<file path="config.mk">
export PLATFORM = sky130hd
export DESIGN_NAME = vga_timing_gen_flat
export DESIGN_NICKNAME = d
export VERILOG_FILES = /design/src/rtl/vga_timing_pkg.sv /design/src/rtl/vga_timing_if.sv /design/src/rtl/vga_axis_counter.sv /design/src/rtl/vga_timing_gen.sv /design/src/flat_wrapper.sv
export SDC_FILE = /design/constraint.sdc
export NUM_CORES = 1
export LEC_CHECK = 0
export CAP_MARGIN = 10
export CORE_ASPECT_RATIO = 1.1
export CORE_MARGIN = 3
export CORE_UTILIZATION = 46
export DETAILED_ROUTE_END_ITERATION = 10
export GPL_ROUTABILITY_DRIVEN = 0
export PLACE_DENSITY = 0.84
export SETUP_SLACK_MARGIN = 0.15
export SYNTH_ARGS = -nofsm -noshare
export SYNTH_HDL_FRONTEND = slang
export SYNTH_HIERARCHICAL = 1
export SYNTH_SLANG_ARGS = --single-unit
export TNS_END_PERCENT = 10
</file>
<file path="constraint.sdc">
create_clock -name vga_clk -period 3 [get_ports vga_clk]
set_clock_uncertainty 0.2 [all_clocks]
set_input_delay 0.45 -clock vga_clk [delete_from_list [all_inputs] [get_ports vga_clk]]
set_output_delay 0.45 -clock vga_clk [all_outputs]
set_load 0.05 [all_outputs]
</file>
<file path="src/rtl/vga_timing_pkg.sv">
// Shared types, default 640x480@60 timing and frame-size helpers for the VGA raster timing slice.
package vga_timing_pkg;

    typedef logic [9:0] coord_t;

    localparam int DEF_H_VISIBLE = 640;
    localparam int DEF_H_FRONT   = 16;
    localparam int DEF_H_SYNC    = 96;
    localparam int DEF_H_BACK    = 48;
    localparam int DEF_V_VISIBLE = 480;
    localparam int DEF_V_FRONT   = 10;
    localparam int DEF_V_SYNC    = 2;
    localparam int DEF_V_BACK    = 33;

    // Largest frame dimension a 10-bit coordinate can address.
    localparam int COORD_LIMIT = 1024;

    function automatic int h_total(input int visible, input int front, input int sync, input int back);
        return visible + front + sync + back;
    endfunction

    function automatic int v_total(input int visible, input int front, input int sync, input int back);
        return visible + front + sync + back;
    endfunction

endpackage

</file>
<file path="src/rtl/vga_timing_if.sv">
// Raster bus from the timing generator to the sprite renderers.
interface vga_timing_if;
    import vga_timing_pkg::*;

    coord_t      DrawX;
    coord_t      DrawY;
    logic        hs;
    logic        vs;
    logic        blank;
    logic        line_start;
    logic        frame_start;
    logic [7:0]  frame_count;

    modport master (
        output DrawX, DrawY, hs, vs, blank, line_start, frame_start, frame_count
    );

    modport slave (
        input  DrawX, DrawY, hs, vs, blank, line_start, frame_start, frame_count
    );

endinterface

</file>
<file path="src/rtl/vga_axis_counter.sv">
// One raster axis: position counter with sync and active-region flags aligned to the position.
module vga_axis_counter
    import vga_timing_pkg::*;
#(
    parameter int TOTAL      = 800,
    parameter int SYNC_START = 656,
    parameter int SYNC_LEN   = 96,
    parameter int VISIBLE    = 640
) (
    input  logic   vga_clk,
    input  logic   reset,
    input  logic   en,
    output logic   wrap,
    output coord_t value,
    output logic   sync_n,
    output logic   active
);

    localparam coord_t LAST    = coord_t'(TOTAL - 1);
    localparam coord_t SYNC_LO = coord_t'(SYNC_START);
    localparam coord_t SYNC_HI = coord_t'(SYNC_START + SYNC_LEN);
    localparam coord_t VIS_END = coord_t'(VISIBLE);

    coord_t next_value;

    // Next position: advance when enabled, fold back to 0 after the last position.
    always_comb begin
        // NOTE: every output of this block gets a default first so no path leaves it unassigned (no latch).
        wrap       = en && (value == LAST);
        next_value = value;
        if (wrap) begin
            next_value = '0;
        end else if (en) begin
            next_value = value + coord_t'(1);
        end
    end

    // Register the position and decode flags from the next position so they line up with it.
    always_ff @(posedge vga_clk) begin
        // NOTE: non-blocking assignments so every register samples the pre-edge values together.
        if (reset) begin
            value  <= LAST;
            sync_n <= 1'b1;
            active <= 1'b0;
        end else begin
            value  <= next_value;
            sync_n <= !((next_value >= SYNC_LO) && (next_value < SYNC_HI));
            active <= (next_value < VIS_END);
        end
    end

endmodule

</file>
<file path="src/rtl/vga_timing_gen.sv">
// Raster timing generator: DrawX/DrawY scan, active-low hs/vs, blank, line/frame strobes, frame counter.
// Optional build macro VGA_PIPE_ALIGN_EN delays hs, vs and blank by one cycle for registered-RGB renderers.
module vga_timing_gen
    import vga_timing_pkg::*;
#(
    parameter int H_VISIBLE = DEF_H_VISIBLE,
    parameter int H_FRONT   = DEF_H_FRONT,
    parameter int H_SYNC    = DEF_H_SYNC,
    parameter int H_BACK    = DEF_H_BACK,
    parameter int V_VISIBLE = DEF_V_VISIBLE,
    parameter int V_FRONT   = DEF_V_FRONT,
    parameter int V_SYNC    = DEF_V_SYNC,
    parameter int V_BACK    = DEF_V_BACK
) (
    input  logic         vga_clk,
    input  logic         reset,
    vga_timing_if.master bus
);

    localparam int H_TOTAL = h_total(H_VISIBLE, H_FRONT, H_SYNC, H_BACK);
    localparam int V_TOTAL = v_total(V_VISIBLE, V_FRONT, V_SYNC, V_BACK);

    generate
        if (H_TOTAL > COORD_LIMIT || V_TOTAL > COORD_LIMIT) begin : g_size_check
            $error("vga_timing_gen: frame exceeds 10-bit coordinate range");
        end
    endgenerate

    coord_t     h_value, v_value;
    logic       h_wrap, v_wrap;
    logic       h_sync_n, v_sync_n;
    logic       h_active, v_active;
    logic       line_start_q, frame_start_q, frame_seen_q;
    logic [7:0] frame_count_q;
    logic       blank_raw;

    vga_axis_counter #(
        .TOTAL      (H_TOTAL),
        .SYNC_START (H_VISIBLE + H_FRONT),
        .SYNC_LEN   (H_SYNC),
        .VISIBLE    (H_VISIBLE)
    ) u_h_axis (
        .vga_clk (vga_clk),
        .reset   (reset),
        .en      (1'b1),
        .wrap    (h_wrap),
        .value   (h_value),
        .sync_n  (h_sync_n),
        .active  (h_active)
    );

    vga_axis_counter #(
        .TOTAL      (V_TOTAL),
        .SYNC_START (V_VISIBLE + V_FRONT),
        .SYNC_LEN   (V_SYNC),
        .VISIBLE    (V_VISIBLE)
    ) u_v_axis (
        .vga_clk (vga_clk),
        .reset   (reset),
        .en      (h_wrap),
        .wrap    (v_wrap),
        .value   (v_value),
        .sync_n  (v_sync_n),
        .active  (v_active)
    );

    assign blank_raw = h_active && v_active;

    // Strobes and frame counter; a wrap now means the next position is column 0 (or the origin).
    // The frame entered straight out of reset only arms the counter; later origin entries count.
    always_ff @(posedge vga_clk) begin
        if (reset) begin
            line_start_q  <= 1'b0;
            frame_start_q <= 1'b0;
            frame_seen_q  <= 1'b0;
            frame_count_q <= 8'd0;
        end else begin
            line_start_q  <= h_wrap;
            frame_start_q <= v_wrap;
            if (v_wrap) begin
                frame_seen_q <= 1'b1;
                if (frame_seen_q) begin
                    frame_count_q <= frame_count_q + 8'd1;
                end
            end
        end
    end

    assign bus.DrawX       = h_value;
    assign bus.DrawY       = v_value;
    assign bus.line_start  = line_start_q;
    assign bus.frame_start = frame_start_q;
    assign bus.frame_count = frame_count_q;

`ifdef VGA_PIPE_ALIGN_EN
    logic hs_q, vs_q, blank_q;

    // Extra stage on the raster-level outputs to match renderers that register RGB a cycle late.
    always_ff @(posedge vga_clk) begin
        if (reset) begin
            hs_q    <= 1'b1;
            vs_q    <= 1'b1;
            blank_q <= 1'b0;
        end else begin
            hs_q    <= h_sync_n;
            vs_q    <= v_sync_n;
            blank_q <= blank_raw;
        end
    end

    assign bus.hs    = hs_q;
    assign bus.vs    = vs_q;
    assign bus.blank = blank_q;
`else
    assign bus.hs    = h_sync_n;
    assign bus.vs    = v_sync_n;
    assign bus.blank = blank_raw;
`endif

endmodule

</file>
<file path="src/flat_wrapper.sv">
// flat-port wrapper written by rule: the top's interface ports become plain ports
module vga_timing_gen_flat import vga_timing_pkg::*;
#(
    parameter int H_VISIBLE = DEF_H_VISIBLE,
    parameter int H_FRONT   = DEF_H_FRONT,
    parameter int H_SYNC    = DEF_H_SYNC,
    parameter int H_BACK    = DEF_H_BACK,
    parameter int V_VISIBLE = DEF_V_VISIBLE,
    parameter int V_FRONT   = DEF_V_FRONT,
    parameter int V_SYNC    = DEF_V_SYNC,
    parameter int V_BACK    = DEF_V_BACK
)
  (vga_clk, reset, bus_DrawX, bus_DrawY, bus_hs, bus_vs, bus_blank, bus_line_start, bus_frame_start, bus_frame_count);
  vga_timing_if bus_i ();
  input  logic vga_clk;
  input  logic reset;
  output wire logic [$bits(bus_i.DrawX)-1:0] bus_DrawX;
  output wire logic [$bits(bus_i.DrawY)-1:0] bus_DrawY;
  output wire logic [$bits(bus_i.hs)-1:0] bus_hs;
  output wire logic [$bits(bus_i.vs)-1:0] bus_vs;
  output wire logic [$bits(bus_i.blank)-1:0] bus_blank;
  output wire logic [$bits(bus_i.line_start)-1:0] bus_line_start;
  output wire logic [$bits(bus_i.frame_start)-1:0] bus_frame_start;
  output wire logic [$bits(bus_i.frame_count)-1:0] bus_frame_count;
  assign bus_DrawX = bus_i.DrawX;
  assign bus_DrawY = bus_i.DrawY;
  assign bus_hs = bus_i.hs;
  assign bus_vs = bus_i.vs;
  assign bus_blank = bus_i.blank;
  assign bus_line_start = bus_i.line_start;
  assign bus_frame_start = bus_i.frame_start;
  assign bus_frame_count = bus_i.frame_count;
  vga_timing_gen #(.H_VISIBLE(H_VISIBLE), .H_FRONT(H_FRONT), .H_SYNC(H_SYNC), .H_BACK(H_BACK), .V_VISIBLE(V_VISIBLE), .V_FRONT(V_FRONT), .V_SYNC(V_SYNC), .V_BACK(V_BACK)) u_core (.vga_clk(vga_clk), .reset(reset), .bus(bus_i));
endmodule
</file>
# == Yosys cells after proc, flatten, opt, wreduce, memory -nomap -nowiden ==
# Cells that the tools add are included.
# totals
ff_bits,35
out_inout_bits,33
word_cells,31
# op_classes
n_addsub,3
mux,3
n_eq_ne,2
order_cmp,6
n_reduce_logical,7
# ops
op,count
10-bit two-way mux,3
10-bit by 1-bit adder with 10-bit output (second input constant),2
10-bit == test (second input constant),2
10-bit less-than comparator (second input constant),2
10-bit by 9-bit less-than comparator with 1-bit output (second input constant),2
10-bit >= comparator (second input constant),1
10-bit by 9-bit >= comparator with 1-bit output (second input constant),1
8-bit by 1-bit adder with 8-bit output (second input constant),1
1-bit logical AND,4
1-bit zero test,2
2-bit AND reduction,1

# == Logic depth before layout (Yosys ltp) ==
# depth
depth_word,6
ltp_mapped,10
depth_no_buf,8

# == Cells and area by module ==
# The synthesis kept the hierarchy.
# by_module_without_submodules
module,cells_per_inst,seq_area_each_um2,area_each_um2,instances
vga_axis_counter (u_core.u_v_axis),73,240.2,674.4,1
vga_axis_counter (u_core.u_h_axis),68,240.2,640.6,1
vga_timing_gen,51,220.2,450.4,1

# == Least setup slack after synthesis ==
# No wires, ideal clock.
# synth_path
path_kind,register to register
start,reg u_core.u_h_axis.value[0]
end,reg u_core.frame_count_q[7] (netlist: u_core/bus.frame_count[7])
t_arrival_ns,3.207
setup_ns,0.071
path_slack_ns,-0.478
stages_incl_launch_ff,10
synth_period_minus_slack_ns,3.478
required_ns,2.729
cell_sequence,dfxtp_1 ha_1 nand3_4 nor3_4 clkbuf_8 nand4_1 nor4b_4 nand3_2 or4_1 a21oi_1
# synth_between
elab_chain_len,3
# synth_rtl
element,line_no,source
start: declaration,vga_axis_counter.sv:14,"output coord_t value,"
start signal: assignment,vga_axis_counter.sv:46,value <= next_value;
10-bit == test,vga_axis_counter.sv:29,wrap = en && (value == LAST);
via u_core.h_wrap,vga_timing_gen.sv:30,"logic h_wrap, v_wrap;"
1-bit logical AND,vga_axis_counter.sv:29,
via u_core.v_wrap,vga_timing_gen.sv:30,
2-bit AND reduction (no line),-,
end signal: assignment,vga_timing_gen.sv:83,frame_count_q <= frame_count_q + 8'd1;
end: declaration,vga_timing_gen.sv:34,logic [7:0] frame_count_q;
# The timed path passes the listed nets, and every way through them passes these cells.
# A chain may end at the register's enable or synchronous reset.

# == Worst setup path after layout ==
# layout_path
start,reg u_core.u_h_axis.value[1]
end,reg u_core.frame_count_q[4] (netlist: u_core/bus.frame_count[4])
# Same word-level chain as after synthesis.

==> impl_metrics.csv <==
group,metric,value,unit
clock_network,clock_tree.buffer_depth,2,
drt,drc,0,
synth,synth.cells.most_frequent,"35 x sky130_fd_sc_hd__dfxtp_1, 15 x sky130_fd_sc_hd__a21oi_1, 13 x sky130_fd_sc_hd__nor2_1",
worst_setup_path,worstPathMaxFanout,9,
sta,setup_viol,0,
run_status,run_status,"finished clean",
synth,postSynthCellCount,192,
clock_network,clock-root-buffer,"sky130_fd_sc_hd__clkbuf_4",
floorplanning,core_area,3500,µm²
layout,num-fill-cells,322,
drt,vias,1531,
synth,synthTopCellsByArea,"sky130_fd_sc_hd__dfxtp_1 40%, sky130_fd_sc_hd__xor2_1 5.0%, sky130_fd_sc_hd__a21oi_1 4.3%, sky130_fd_sc_hd__nand4_1 3.2%, sky130_fd_sc_hd__ha_1 2.8%",
sta,timing.final.crit_share,85.4,%
worst_setup_path,setup.worst_path.end_class,"register",
layout,layout-drive-gt1-share,17.9,%
placed_design,detailedPlacementHpwl,2.63,mm
sta,timing.hold.ws,0.291,ns
synth,synth_top_cell_by_area,"sky130_fd_sc_hd__dfxtp_1",
synth,synth-seq-area-share,39.7,%
worst_hold_path,min-delay-path-class,"reg2reg",
drt,wl_per_cell,13.1,µm
synth,synth-warning-count,6,
sta,period_needed,2.56,ns
synth,synth.distinct_cells,56,
clock_network,cts_tree,"built",
synth,synth_top_flop_cell,"sky130_fd_sc_hd__dfxtp_1",
global_route,grt.overflow.total,0,
floorplanning,top_level_ports,35,
worst_setup_path,cp_data_arrival_time,2.60,ns
floorplanning,die_h,71.0,µm
sta,final_max_slew_viol_count,0,
sta,worst_pin_slew,0.513,ns
clock_network,post_cts_resized,0,
drt,residual_antenna_violating_net_count_after_detailed_routing,0,
layout,ant_diodes,0,
power,power_per_unit_of_standard_cell_area,678,nW/µm²
flow_run,maxCapViolCount,0,
layout,final_net_count,235,
synth,fraction_of_registers_with_async_set_reset,0,%
global_route,first_pass_grt_wire_length,6.29,mm
power,power.ir.vdd_worst,0.390,mV
synth,postSynthAreaPerCell,9.20,µm²
drt,drt_first_iter_violations,41,
layout,area_growth,26.8,%
clock_network,cts_buffers,5,
global_route,grt_util_all_layers,17.1,%
power,total_leakage_power,0.776,nW
floorplanning,row_count,22,
drt,via_per_inst,5.53,
sta,setup_repair_after_global_routing_missed_its_margin,"no",
synth,syn_area,1770,µm²
clock_network,cts_max_level,2,
drt,wirelength,3.64,mm
clock_network,post_cts_buffers,0,
layout,postLayoutCoreUtil,64.0,%
clock_network,worst_skew_pair.late_latency,0.33,ns
clock_network,holdBufCountCts,0,
clock_network,numClockSinks,35,
global_route,number_of_antenna_violations_at_the_first_check_in_global_routing,0,
floorplanning,dieArea,4620,µm²
sta,setup_tns,0,ns
sta,timing.fmax,0.390,GHz
synth,synth-edff-count,0,
floorplanning,floorplan.die.width,65.1,µm
synth,synth_top_cell_area_share,39.7,%
drt,drt_pre_antenna_iters,4,
global_route,maximum_number_of_pins_on_one_net_before_global_route_repair,35,
sta,worst_slew_margin_rel,65.7,%
synth,synth.ff_latch_count,35,
floorplanning,initial_core_util,50.5,%
synth,synth_most_common_cell,"sky130_fd_sc_hd__dfxtp_1",
clock_network,cts.reportedPaths.clkPinSlew,0.10,ns
synth,synthesis.nets,198,
worst_setup_path,critical_path_class,"reg2reg",
global_route,first_global_vias,1409,
worst_setup_path,critical_path.startpoint_type,"register",
sta,timing.final.hold_violations,0,
placed_design,count_of_buffers_from_port_buffering,34,
worst_setup_path,worstPathRequired,3.04,ns
## layout by cell type, fill, tap and decap left out, types with 3 or more instances in the layout
cell type                         Yosys  final
sky130_fd_sc_hd__nor2b_1              3      3
sky130_fd_sc_hd__buf_4                1      4
sky130_fd_sc_hd__ha_1                 4      3
sky130_fd_sc_hd__clkdlybuf4s50_1      0     34
sky130_fd_sc_hd__mux2i_1              4      4
sky130_fd_sc_hd__nand4_1              9      9
sky130_fd_sc_hd__inv_1                3      3
sky130_fd_sc_hd__or3_2                3      3
sky130_fd_sc_hd__or3_1                3      3
sky130_fd_sc_hd__a21oi_1             15     15
sky130_fd_sc_hd__clkbuf_4             0      5
sky130_fd_sc_hd__nand3_1              6      6
sky130_fd_sc_hd__xnor2_1              4      4
sky130_fd_sc_hd__dfxtp_2              0      6
sky130_fd_sc_hd__a21o_1               3      3
sky130_fd_sc_hd__nor3_1               6      5
sky130_fd_sc_hd__nand2_1             12     12
sky130_fd_sc_hd__o21bai_1             6      6
sky130_fd_sc_hd__nor2_1              13     13
sky130_fd_sc_hd__xor2_1              10     10
sky130_fd_sc_hd__dfxtp_4              0      4
sky130_fd_sc_hd__dfxtp_1             35     25
sky130_fd_sc_hd__o21ai_0              6      6
## layer usage
layer,routed length (µm),part of all wire [%],global-route usage [%],vias up
li1,-,-,-,779
met1,1730,48,21.5,713
met2,1690,46,27.7,34
met3,176,4.8,5.40,5
met4,46,1.3,5.53,0
met5,0,0,0,-
## kinds of logic after synthesis
family	count (synthesis)	synth area share, %
adder cells (fa/ha/maj)	4	2.83
AO/OA/AOI/OAI	43	15.7
XOR/XNOR	14	6.94
multiplexers	5	2.91
AND/OR/NAND/NOR	78	27.8
flip-flops	35	39.7
buffers and inverters	12	3.90
other	1	0.212
## worst max-delay path, cell delays in order, from the launching register on
cell	delay [ns]
sky130_fd_sc_hd__dfxtp_4	0.38
sky130_fd_sc_hd__ha_4	0.16
sky130_fd_sc_hd__nand3_4	0.14
sky130_fd_sc_hd__nor3_4	0.32
sky130_fd_sc_hd__nand4_1	0.19
sky130_fd_sc_hd__nor4b_4	0.40
sky130_fd_sc_hd__nand4_1	0.21
sky130_fd_sc_hd__nor2_1	0.14
sky130_fd_sc_hd__mux2_2	0.34
## area by class of cell
class	instances	area (µm²)	share of cell area [%]
clock inverter	1	5.00	0.224
tap	48	60.1	2.68
clock buffer	6	51.3	2.29
multi-input combinational	145	1010	45.3
inverter	4	15.0	0.671
sequential	35	723	32.3
timing repair buffer	38	370	16.5
## worst paths after layout
kind,startpoint,endpoint,slack (ns),cells after the start
worst max-delay path,u_core/u_h_axis/value[1]$_SDFF_PP1_,u_core/bus.frame_count[4]$_SDFFE_PP0P_,0.44,8
worst min-delay path,u_core/bus.frame_count[1]$_SDFFE_PP0P_,u_core/bus.frame_count[1]$_SDFFE_PP0P_,0.29,2
worst max register to register,u_core/u_h_axis/value[1]$_SDFF_PP1_,u_core/bus.frame_count[4]$_SDFFE_PP0P_,0.44,8
worst min register to register,u_core/bus.frame_count[1]$_SDFFE_PP0P_,u_core/bus.frame_count[1]$_SDFFE_PP0P_,0.29,2
## where the power goes
part	switching, W	total (W)	internal (W)
registers	0.0000943	0.000636	0.000541
logic	0.000392	0.000627	0.000235
clock network	0.000146	0.000255	0.000108
## stage by stage
step | worst slack (ns) | total power [W] | cells | area [µm²]
after CTS | 0.404 | 0.00153 | 277 | 2240
final | 0.437 | 0.00152 | 277 | 2240
after floorplan | 0.110 | 0.00110 | 192 | 1810
after detailed placement | 0.405 | 0.00127 | 270 | 2180
after global placement | 0.500 | 0.00125 | 270 | 2180
after global routing | 0.232 | 0.00161 | 277 | 2240
Note: power is estimated with default switching activity, not from simulation.
